File: config.mk
export PLATFORM = sky130hd
export DESIGN_NAME = vga_dac_controller_flat
export DESIGN_NICKNAME = d
export VERILOG_FILES = /design/src/rtl/vga_dac_pkg.sv /design/src/rtl/vga_dac_controller_if.sv /design/src/rtl/vga_dac_controller_thermo_enc.sv /design/src/rtl/vga_dac_controller.sv /design/src/flat_wrapper.sv
export SDC_FILE = /design/constraint.sdc
export NUM_CORES = 1
export LEC_CHECK = 0
export CELL_PAD_IN_SITES_DETAIL_PLACEMENT = 1
export CELL_PAD_IN_SITES_GLOBAL_PLACEMENT = 1
export CORE_ASPECT_RATIO = 0.9
export CORE_MARGIN = 2
export CORE_UTILIZATION = 42
export CTS_CLUSTER_DIAMETER = 50
export DETAILED_ROUTE_END_ITERATION = 7
export GPL_ROUTABILITY_DRIVEN = 0
export PLACE_DENSITY = 0.84
export RECOVER_POWER = 50
export SYNTH_ARGS = -nofsm -noshare
export SYNTH_HDL_FRONTEND = slang
export SYNTH_SLANG_ARGS = --single-unit
File: constraint.sdc
create_clock -name clk -period 9.16 [get_ports clk]
set_clock_uncertainty 0.05 [all_clocks]
set_input_delay 2.748 -clock clk [delete_from_list [all_inputs] [get_ports clk]]
set_output_delay 2.748 -clock clk [all_outputs]
set_load 0.02 [all_outputs]
File: src/rtl/vga_dac_pkg.sv
// Shared types and defaults for the VGA DAC controller: pattern modes,
// default 640x480 timing and the thermometer bus width helper.
package vga_dac_pkg;

  typedef enum logic [1:0] {
    MODE_SOLID    = 2'd0,
    MODE_GRADIENT = 2'd1,
    MODE_XOR      = 2'd2,
    MODE_SCROLL   = 2'd3
  } mode_e;

  localparam int DEF_BPC      = 8;
  localparam int DEF_SEG      = 2;
  localparam int DEF_H_ACTIVE = 640;
  localparam int DEF_H_FP     = 16;
  localparam int DEF_H_SYNC   = 96;
  localparam int DEF_H_BP     = 48;
  localparam int DEF_V_ACTIVE = 480;
  localparam int DEF_V_FP     = 10;
  localparam int DEF_V_SYNC   = 2;
  localparam int DEF_V_BP     = 33;

  // Each SEG-bit segment expands to 2^SEG-1 thermometer lines.
  function automatic int thermo_width(input int bpc, input int seg);
    return (bpc / seg) * ((32'sd1 <<< seg) - 32'sd1);
  endfunction

endpackage

File: src/rtl/vga_dac_controller_if.sv
// Pattern-control inputs and DAC/sync outputs of the VGA DAC controller.
// The controller uses the slave view; the pattern source/monitor uses master.
interface vga_dac_controller_if #(
  parameter int BPC = 8,
  parameter int SEG = 2
);
  import vga_dac_pkg::*;

  localparam int TW = thermo_width(BPC, SEG);

  logic [1:0]       mode;
  logic [3*BPC-1:0] solid_rgb;
  logic [BPC-1:0]   r, g, b;
  logic [BPC-1:0]   rn, gn, bn;
  logic [TW-1:0]    r_th, g_th, b_th;
  logic             hsync, vsync;
  logic             hblank, vblank;
  logic [7:0]       frame;

  modport master (
    output mode, solid_rgb,
    input  r, g, b, rn, gn, bn, r_th, g_th, b_th,
    input  hsync, vsync, hblank, vblank, frame
  );

  modport slave (
    input  mode, solid_rgb,
    output r, g, b, rn, gn, bn, r_th, g_th, b_th,
    output hsync, vsync, hblank, vblank, frame
  );

endinterface

File: src/rtl/vga_dac_controller_thermo_enc.sv
// One SEG-bit binary segment to its 2^SEG-1 line thermometer code.
module thermo_enc #(
  parameter  int SEG   = 2,
  localparam int LINES = (32'sd1 <<< SEG) - 32'sd1
) (
  input  logic [SEG-1:0]   seg_val,
  output logic [LINES-1:0] lines
);

  // Line i is lit while i is below the segment value.
  always_comb begin
    lines = '0;
    for (int i = 0; i < LINES; i++) begin
      lines[i] = (SEG'(i) < seg_val);
    end
  end

endmodule

File: src/rtl/vga_dac_controller.sv
// VGA timing generator with test-pattern source and segmented thermometer
// DAC drive; every output is registered with one clock of latency.
module vga_dac_controller
  import vga_dac_pkg::*;
#(
  parameter int BPC      = DEF_BPC,
  parameter int SEG      = DEF_SEG,
  parameter int H_ACTIVE = DEF_H_ACTIVE,
  parameter int H_FP     = DEF_H_FP,
  parameter int H_SYNC   = DEF_H_SYNC,
  parameter int H_BP     = DEF_H_BP,
  parameter int V_ACTIVE = DEF_V_ACTIVE,
  parameter int V_FP     = DEF_V_FP,
  parameter int V_SYNC   = DEF_V_SYNC,
  parameter int V_BP     = DEF_V_BP,
  parameter bit SYNC_POL = 1'b0
) (
  input logic clk,
  input logic rst,
  input logic rst_vga_mask,
  vga_dac_controller_if.slave bus
);

  localparam int H_TOTAL = H_ACTIVE + H_FP + H_SYNC + H_BP;
  localparam int V_TOTAL = V_ACTIVE + V_FP + V_SYNC + V_BP;
  localparam int HW      = $clog2(H_TOTAL);
  localparam int VW      = $clog2(V_TOTAL);
  localparam int NSEG    = BPC / SEG;
  localparam int LPS     = (32'sd1 <<< SEG) - 32'sd1;
  localparam int TW      = thermo_width(BPC, SEG);

  logic [HW-1:0]          h_r;
  logic [VW-1:0]          v_r;
  logic [7:0]             frame_r;
  mode_e                  mode_r;
  logic [3*BPC-1:0]       solid_r;

  logic                   h_wrap_s, v_wrap_s, frame_start_s;
  mode_e                  eff_mode_s;
  logic [3*BPC-1:0]       eff_solid_s;
  logic [BPC-1:0]         x_s, y_s, f_s;
  logic [2:0][BPC-1:0]    pix_raw_s, pix_s;
  logic [2:0][TW-1:0]     th_s;
  logic                   hblank_s, vblank_s, hsync_act_s, vsync_act_s;

  logic [2:0][BPC-1:0]    pix_r, pixn_r;
  logic [2:0][TW-1:0]     th_r;
  logic                   hsync_r, vsync_r, hblank_r, vblank_r;
  logic [7:0]             frame_out_r;

  assign h_wrap_s      = (h_r == HW'(H_TOTAL - 1));
  assign v_wrap_s      = (v_r == VW'(V_TOTAL - 1));
  assign frame_start_s = (h_r == '0) && (v_r == '0);

  // The first pixel of a frame already uses the freshly sampled controls.
  assign eff_mode_s  = frame_start_s ? mode_e'(bus.mode) : mode_r;
  assign eff_solid_s = frame_start_s ? bus.solid_rgb : solid_r;

  assign x_s = BPC'(h_r);
  assign y_s = BPC'(v_r);
  assign f_s = BPC'(frame_r);

  assign hblank_s    = (h_r >= HW'(H_ACTIVE));
  assign vblank_s    = (v_r >= VW'(V_ACTIVE));
  assign hsync_act_s = (h_r >= HW'(H_ACTIVE + H_FP)) && (h_r <= HW'(H_ACTIVE + H_FP + H_SYNC - 1));
  assign vsync_act_s = (v_r >= VW'(V_ACTIVE + V_FP)) && (v_r <= VW'(V_ACTIVE + V_FP + V_SYNC - 1));

  // Horizontal/vertical position; the mask lets the raster free-run through reset.
  always_ff @(posedge clk) begin
    if (rst && !rst_vga_mask) begin
      h_r <= '0;
      v_r <= '0;
    end else if (h_wrap_s) begin
      h_r <= '0;
      v_r <= v_wrap_s ? '0 : v_r + VW'(1);
    end else begin
      h_r <= h_r + HW'(1);
    end
  end

  // Frame counter and frame-start latch of the pattern controls.
  always_ff @(posedge clk) begin
    if (rst) begin
      frame_r <= 8'd0;
      mode_r  <= MODE_SOLID;
      solid_r <= '0;
    end else begin
      if (h_wrap_s && v_wrap_s) begin
        frame_r <= frame_r + 8'd1;
      end
      if (frame_start_s) begin
        mode_r  <= mode_e'(bus.mode);
        solid_r <= bus.solid_rgb;
      end
    end
  end

  // Pattern generator; channel 2 is red, 1 green, 0 blue.
  always_comb begin
    pix_raw_s = '0;
    case (eff_mode_s)
      MODE_SOLID:    pix_raw_s = eff_solid_s;
      MODE_GRADIENT: pix_raw_s = {x_s, y_s, {BPC{1'b0}}};
      MODE_XOR:      pix_raw_s = {3{x_s ^ y_s}};
      MODE_SCROLL:   pix_raw_s = {x_s + f_s, y_s + f_s, x_s ^ f_s};
      default:       pix_raw_s = '0;
    endcase
  end

  assign pix_s = (hblank_s || vblank_s) ? '0 : pix_raw_s;

  for (genvar c = 0; c < 3; c++) begin : g_ch
    for (genvar s = 0; s < NSEG; s++) begin : g_seg
      thermo_enc #(.SEG(SEG)) u_enc (
        .seg_val (pix_s[c][SEG*s +: SEG]),
        .lines   (th_s[c][LPS*s +: LPS])
      );
    end
  end

  // Output register stage, all outputs aligned to the same raster position.
  always_ff @(posedge clk) begin
    if (rst) begin
      pix_r       <= '0;
      pixn_r      <= '1;
      th_r        <= '0;
      hsync_r     <= ~SYNC_POL;
      vsync_r     <= ~SYNC_POL;
      hblank_r    <= 1'b0;
      vblank_r    <= 1'b0;
      frame_out_r <= 8'd0;
    end else begin
      pix_r       <= pix_s;
      pixn_r      <= ~pix_s;
      th_r        <= th_s;
      hsync_r     <= hsync_act_s ? SYNC_POL : ~SYNC_POL;
      vsync_r     <= vsync_act_s ? SYNC_POL : ~SYNC_POL;
      hblank_r    <= hblank_s;
      vblank_r    <= vblank_s;
      frame_out_r <= frame_r;
    end
  end

  assign bus.r      = pix_r[2];
  assign bus.g      = pix_r[1];
  assign bus.b      = pix_r[0];
  assign bus.rn     = pixn_r[2];
  assign bus.gn     = pixn_r[1];
  assign bus.bn     = pixn_r[0];
  assign bus.r_th   = th_r[2];
  assign bus.g_th   = th_r[1];
  assign bus.b_th   = th_r[0];
  assign bus.hsync  = hsync_r;
  assign bus.vsync  = vsync_r;
  assign bus.hblank = hblank_r;
  assign bus.vblank = vblank_r;
  assign bus.frame  = frame_out_r;

endmodule

File: src/flat_wrapper.sv
// flat-port wrapper written by rule: the top's interface ports become plain ports
module vga_dac_controller_flat import vga_dac_pkg::*;
#(
  parameter int BPC      = DEF_BPC,
  parameter int SEG      = DEF_SEG,
  parameter int H_ACTIVE = DEF_H_ACTIVE,
  parameter int H_FP     = DEF_H_FP,
  parameter int H_SYNC   = DEF_H_SYNC,
  parameter int H_BP     = DEF_H_BP,
  parameter int V_ACTIVE = DEF_V_ACTIVE,
  parameter int V_FP     = DEF_V_FP,
  parameter int V_SYNC   = DEF_V_SYNC,
  parameter int V_BP     = DEF_V_BP,
  parameter bit SYNC_POL = 1'b0
)
  (clk, rst, rst_vga_mask, bus_mode, bus_solid_rgb, bus_r, bus_g, bus_b, bus_rn, bus_gn, bus_bn, bus_r_th, bus_g_th, bus_b_th, bus_hsync, bus_vsync, bus_hblank, bus_vblank, bus_frame);
  vga_dac_controller_if #(.BPC(BPC), .SEG(SEG)) bus_i ();
  input logic clk;
  input logic rst;
  input logic rst_vga_mask;
  input wire logic [$bits(bus_i.mode)-1:0] bus_mode;
  input wire logic [$bits(bus_i.solid_rgb)-1:0] bus_solid_rgb;
  output wire logic [$bits(bus_i.r)-1:0] bus_r;
  output wire logic [$bits(bus_i.g)-1:0] bus_g;
  output wire logic [$bits(bus_i.b)-1:0] bus_b;
  output wire logic [$bits(bus_i.rn)-1:0] bus_rn;
  output wire logic [$bits(bus_i.gn)-1:0] bus_gn;
  output wire logic [$bits(bus_i.bn)-1:0] bus_bn;
  output wire logic [$bits(bus_i.r_th)-1:0] bus_r_th;
  output wire logic [$bits(bus_i.g_th)-1:0] bus_g_th;
  output wire logic [$bits(bus_i.b_th)-1:0] bus_b_th;
  output wire logic [$bits(bus_i.hsync)-1:0] bus_hsync;
  output wire logic [$bits(bus_i.vsync)-1:0] bus_vsync;
  output wire logic [$bits(bus_i.hblank)-1:0] bus_hblank;
  output wire logic [$bits(bus_i.vblank)-1:0] bus_vblank;
  output wire logic [$bits(bus_i.frame)-1:0] bus_frame;
  assign bus_i.mode = bus_mode;
  assign bus_i.solid_rgb = bus_solid_rgb;
  assign bus_r = bus_i.r;
  assign bus_g = bus_i.g;
  assign bus_b = bus_i.b;
  assign bus_rn = bus_i.rn;
  assign bus_gn = bus_i.gn;
  assign bus_bn = bus_i.bn;
  assign bus_r_th = bus_i.r_th;
  assign bus_g_th = bus_i.g_th;
  assign bus_b_th = bus_i.b_th;
  assign bus_hsync = bus_i.hsync;
  assign bus_vsync = bus_i.vsync;
  assign bus_hblank = bus_i.hblank;
  assign bus_vblank = bus_i.vblank;
  assign bus_frame = bus_i.frame;
  vga_dac_controller #(.BPC(BPC), .SEG(SEG), .H_ACTIVE(H_ACTIVE), .H_FP(H_FP), .H_SYNC(H_SYNC), .H_BP(H_BP), .V_ACTIVE(V_ACTIVE), .V_FP(V_FP), .V_SYNC(V_SYNC), .V_BP(V_BP), .SYNC_POL(SYNC_POL)) u_core (.clk(clk), .rst(rst), .rst_vga_mask(rst_vga_mask), .bus(bus_i));
endmodule
After elaboration in Yosys (flattened, before gate mapping):

Cells that the tools add are included.

* add/subtract/negate cells: 5
* multipliers: 0
* div/mod/pow operators: 0
* order comparisons: 42
* equality and inequality tests: 5
* shifts and indexed selects: 0
* multiplexer cells: 7
* bitwise logic cells: 3
* reductions and logical operators: 11

Operators with widths (number)
* one-hot mux 24 bit (4 select lines): 1
* < comparator 1 x 2 -> 1 bit, first input constant: 24
* 2-to-1 mux 24 bit: 2
* < comparator 2 bit, first input constant: 12
* NOT 24 bit: 1
* adder 10 x 1 -> 10 bit, second input constant: 2
* == test 10 bit, second input constant: 2
* >= comparator 10 bit, second input constant: 2
* >= comparator 10 x 9 -> 1 bit, second input constant: 2
* zero test 10 bit: 2
* adder 8 bit: 2
* XOR 8 bit: 2
* less-or-equal comparator 10 bit, second input constant: 1
* less-or-equal comparator 10 x 9 -> 1 bit, second input constant: 1
* 2-to-1 mux 10 bit: 1
* adder 8 x 1 -> 8 bit, second input constant: 1
* logical AND 1 bit: 5
* == test 2 bit, second input constant: 2
* == test 2 x 1 -> 1 bit, second input constant: 1
* zero test 2 bit: 1
* 2-to-1 mux 1 bit: 2
* 2-to-1 mux 2 bit: 1
* OR reduction 2 bit: 1
* zero test 1 bit: 1
* logical OR 1 bit: 1

* register bits: 150
* bits in latches: 0
* bits in writable memories: 0
* memory bits (read-only): 0
* input bits: 29
* word-level logic and storage cells: 92
* memories: 0

Logic depth before layout (Yosys ltp):

* word-level depth: 7
* mapped depth: 12
* mapped depth without buffers: 10

Modules after synthesis:

From an unflattened synthesis, not the netlist that was laid out.

* cell total of the unflattened synthesis: 712
* area total of the unflattened synthesis: 6832.8 um^2

Modules (own cells, without submodules)
* vga_dac_controller: times used 1, cells an instance 676, area each 6577.6 um^2, sequential area each 3002.9 um^2
* thermo_enc: times used 12, cells an instance 3, area each 21.3 um^2, sequential area each 0.0 um^2

Worst setup path before layout:

OpenSTA, ideal clock, no wires.

* kind: input port to flip-flop
* start point: input rst
* end point: register u_core.th_r, in the netlist u_core.bus.b_th[9]
* arrival time: 4.115 ns
* data required time: 9.053 ns
* setup slack: 4.938 ns
* stages: 6
* path through: clkbuf_1 > or2_2 > clkbuf_1 > nor3_1 > a22oi_1 > a21bo_2

RTL lines
* from (decl): line flat_wrapper.sv:19 `input logic rst;`
* to (signal assigned): line vga_dac_controller.sv:135 `th_r <= th_s;`
* to (decl): line vga_dac_controller.sv:47 `logic [2:0][TW-1:0] th_r;`

==> impl_results.md <==
* Outcome: finished with violations
* Failing checks: max-capacitance violations, max-slew violations
* DRT iter0 DRCs at 379
* Die X at about 130 um
* Vias in the first global route at 5289
* Clock slew at reported path FFs at roughly 60 ps
* Reg2Reg Depth at 9
* Syn Area/Cell at around 9.3 um2
* WL/cell at ~20 um
* # fillers at 1572
* Fmax achieved at 166 MHz
* Ports placed on the boundary at 125
* Min-delay src: u_core.solid_r[0]
* Port Buffer Count at around 120
* Initial Util at 0.429
* CTS Buf Count at 17
* Ant. Diodes at 0
* Post-cts sizing count at 0
* Drt pass-1 iters at 4
* Slowest CP cell: clkbuf_1
* CTS sink count at 138
* Grt met3 use at 0.0727
* Root buffer cell: clkbuf_16
* Hold endpoint: u_core.solid_r[0]
* Post-Synthesis Net Count at 694
* Synth top area share at 0.462
* Fin worst setup slack at approximately 3100 ps
* WS Path Type: input port to flop
* Mapped cell area at around 6000 um2
* RR Endpoint: u_core.bus.b_th[3]
* CTS tree: built
* Worst hold path class: flop to flop
* Ys async rst share at 0
* Post-route DRC violation count at 0
* Crit Reg-Reg Startpoint: u_core.h_r[0]
* Vias/cell at between 5 and 6
* CTS HTree Levels at 4
* Routing usage on met1 at 0.327
* Clk pwr share at 0.262
* Crit-path cells: buf_2 -> clkbuf_1 -> or2_2 -> nor3_1 -> a32oi_1 -> o21ai_0
* WHS Path Cells at 2
* Clk_lat worst skew at ~430 ps
* Die footprint at about 15000 um2
* Pre-CTS setup slack at 3840 ps
* Gr ovfl total at 0
* Routed wire length at between 15000 and 20000 um
* Post-CTS Setup Bufs at 0
* Placed insts at between 900 and 1000
* Gr usage total at 0.262
* Final setup violation count at 0
* Initial antenna violation count at 0
* Post-synth EDFFs at 0
* Post-route antenna net violation count at 0
* Share of layout cells above drive strength 1 at 0.0714
* FF+latch area at between 2000 and 3000 um2
* Post-CTS Hold Buffers at 0
* Sum of buffers and inverters on the critical path at 2
* CP required at between 9000 and 10000 ps
* Hpwl dp at between 10000 and 15000 um
* Worst setup SP type: input port
* Max-slew violations at 63
* Die Ht at around 120 um
* Switching Fraction at 0.379
* Bufs on Longest Clock Path at 2
* Sequential element share of the synthesized area at 0.462
* Final setup TNS at 0 ps
* Pin count of the biggest net entering global routing at 63
* Fin crit share at 0.657
* Main synth FF type: dfxtp_1
* Sequential Power Share at 0.327
* Nets at 793
* Crit path DAT at roughly 6300 ps
* Row count at between 40 and 50
* Non-Filler Instances at roughly 950
* Worst Path Max Fanout at 62
* Synth unique cells at 65
* GRT Max-Usage Layer: met2
* NetSw at between 0.9 and 1 mW
* Yosys reg bits at about 140
* P&R area growth vs syn at 30.6%
* Syn Inst Count at between 600 and 700
* Unrepaired setup endpoints after global routing: no
* Synth area leaders: dfxtp_1 46%, nor2_1 5.5%, mux2i_1 4.7%
* Final Hold Fails at 0
* Critical Path End Type: flop
* Area taken by multi-input logic gates at 2860 um2
* M2 GR Usage at 0.430
* Leak at roughly 3.2 nW
* Core footprint at roughly 14000 um2
* Worst-margin pin slew at about 2800 ps
* Crit-path max cell delay at ~2000 ps
* Combinational cell fraction of total power at 0.410
* Relative slew slack at -0.854
* Global-route wire length before repair at just under 30000 um
* Reg-to-reg slack, setup at between 4000 and 5000 ps
* Routed vias at about 5200
* Post-synth top area cell: dfxtp_1
* CP top delay family: buffers and inverters
* Synth warn at 0
* PwrDens at between 300 and 400 nW/um2
* Maxcap violations at 1
* Final min period at 6020 ps
* Worst vdd ir at 0.000150 V
* Internal power at between 1.5 and 2 mW
state kept, by name (all words and copies together), names as in the netlist:
name / flops
u_core.bus.frame: 8
u_core.bus.rn: 8
u_core.f_s: 8
u_core.bus.b_th: 12
u_core.h_r: 10
u_core.bus.g: 4
u_core.bus.g_th: 12
u_core.bus.b: 4
u_core.bus.hblank: 1
u_core.bus.vblank: 1
u_core.bus.r_th: 12
u_core.bus.gn: 8
u_core.bus.hsync: 1
u_core.v_r: 10
u_core.mode_r: 2
u_core.bus.vsync: 1
u_core.bus.r: 4
u_core.bus.bn: 8
u_core.solid_r: 24
cell usage in the layout, fill, tap and decap left out, types with 23 or more instances in the layout:
master and instances:
nor2_1 87, a21oi_1 24, clkdlybuf4s50_1 71, nand2_1 32, dfxtp_1 138, dlygate4sd3_1 52
mux2i_1 28, o21ai_0 23, xnor2_1 24, inv_1 31, nand3_1 24
tightest hold or removal path: stages (launching register included):
cell     delay, ps
dfxtp_1        300
mux2i_1         80
nor2_1          90
area by class of cell:
class | count | share of cell area
clock buffer | 18 | 0.0562
inverter | 31 | 0.0149
sequential | 138 | 0.354
tap | 193 | 0.0309
clock inverter | 14 | 0.0189
timing repair buffer | 126 | 0.160
multi-input combinational | 429 | 0.366
cells by family after synthesis:
logic type | share of synthesized area
buffers and inverters | 0.0606
XOR/XNOR | 0.0629
AO/OA/AOI/OAI | 0.133
adder cells (fa/ha/maj) | 0.0464
flip-flops | 0.462
AND/OR/NAND/NOR | 0.187
multiplexers | 0.0487
layer usage:
| metal | wire length (um) | part of all wire |
|---|---|---|
| met1 | 8080 | 0.42 |
| met2 | 9050 | 0.47 |
| met3 | 1590 | 0.082 |
| met4 | 505 | 0.026 |
| met5 | 0 | 0 |
through the flow:
stage          area [um2]  hold slack (ps)  total power [mW]   util
2_1_floorplan        5980              398              1.50      -
3_3_place_gp         7230              423              1.89  0.518
3_5_place_dp         7230              425              1.93  0.518
4_1_cts              7820              450              2.63  0.560
5_1_grt              7810              479              2.71  0.560
6_report             7810              454              2.58  0.560
power by group through the flow:
stage	registers [mW]	logic (mW)	clock network, mW
3_3_place_gp	0.854	1.04	0
5_1_grt	0.861	1.13	0.718
3_5_place_dp	0.861	1.07	0
4_1_cts	0.851	1.09	0.689
2_1_floorplan	0.999	0.497	0
6_report	0.845	1.06	0.677
cells in the mapped netlist, drive strengths merged (3+ instances only):
master	number
nand4	8
inv	31
a32oi	7
a31oi	7
o221ai	3
a21oi	24
dfxtp	138
o2111ai	8
or2	11
a2111oi	4
ha	19
a22oi	7
a211oi	3
buf	24
o21bai	3
xor2	19
nand3b	3
clkbuf	22
nand3	25
nor2b	13
and2	4
and3	6
nor2	88
o21ai	27
nand2	33
or3	3
nor3	7
xnor2	24
or4	5
nor4	7
a21o	8
mux2i	28
worst max-delay path by stage:
| stage | startpoint | slack [ps] | endpoint | cells past startpoint |
|---|---|---|---|---|
| finish | rst | 3140 | u_core.bus.b_th[3] | 6 |
| floorplan | rst | 4940 | u_core.bus.b_th[9] | 6 |
| CTS | bus_mode[1] | 4210 | u_core.bus.b_th[3] | 6 |
| detailed placement | bus_mode[1] | 3840 | u_core.bus.g_th[3] | 6 |
| global route | rst | 2850 | u_core.bus.b_th[3] | 6 |
| global placement | bus_mode[1] | 3970 | u_core.bus.b_th[9] | 6 |
Note: power is estimated with default switching activity, not from simulation.
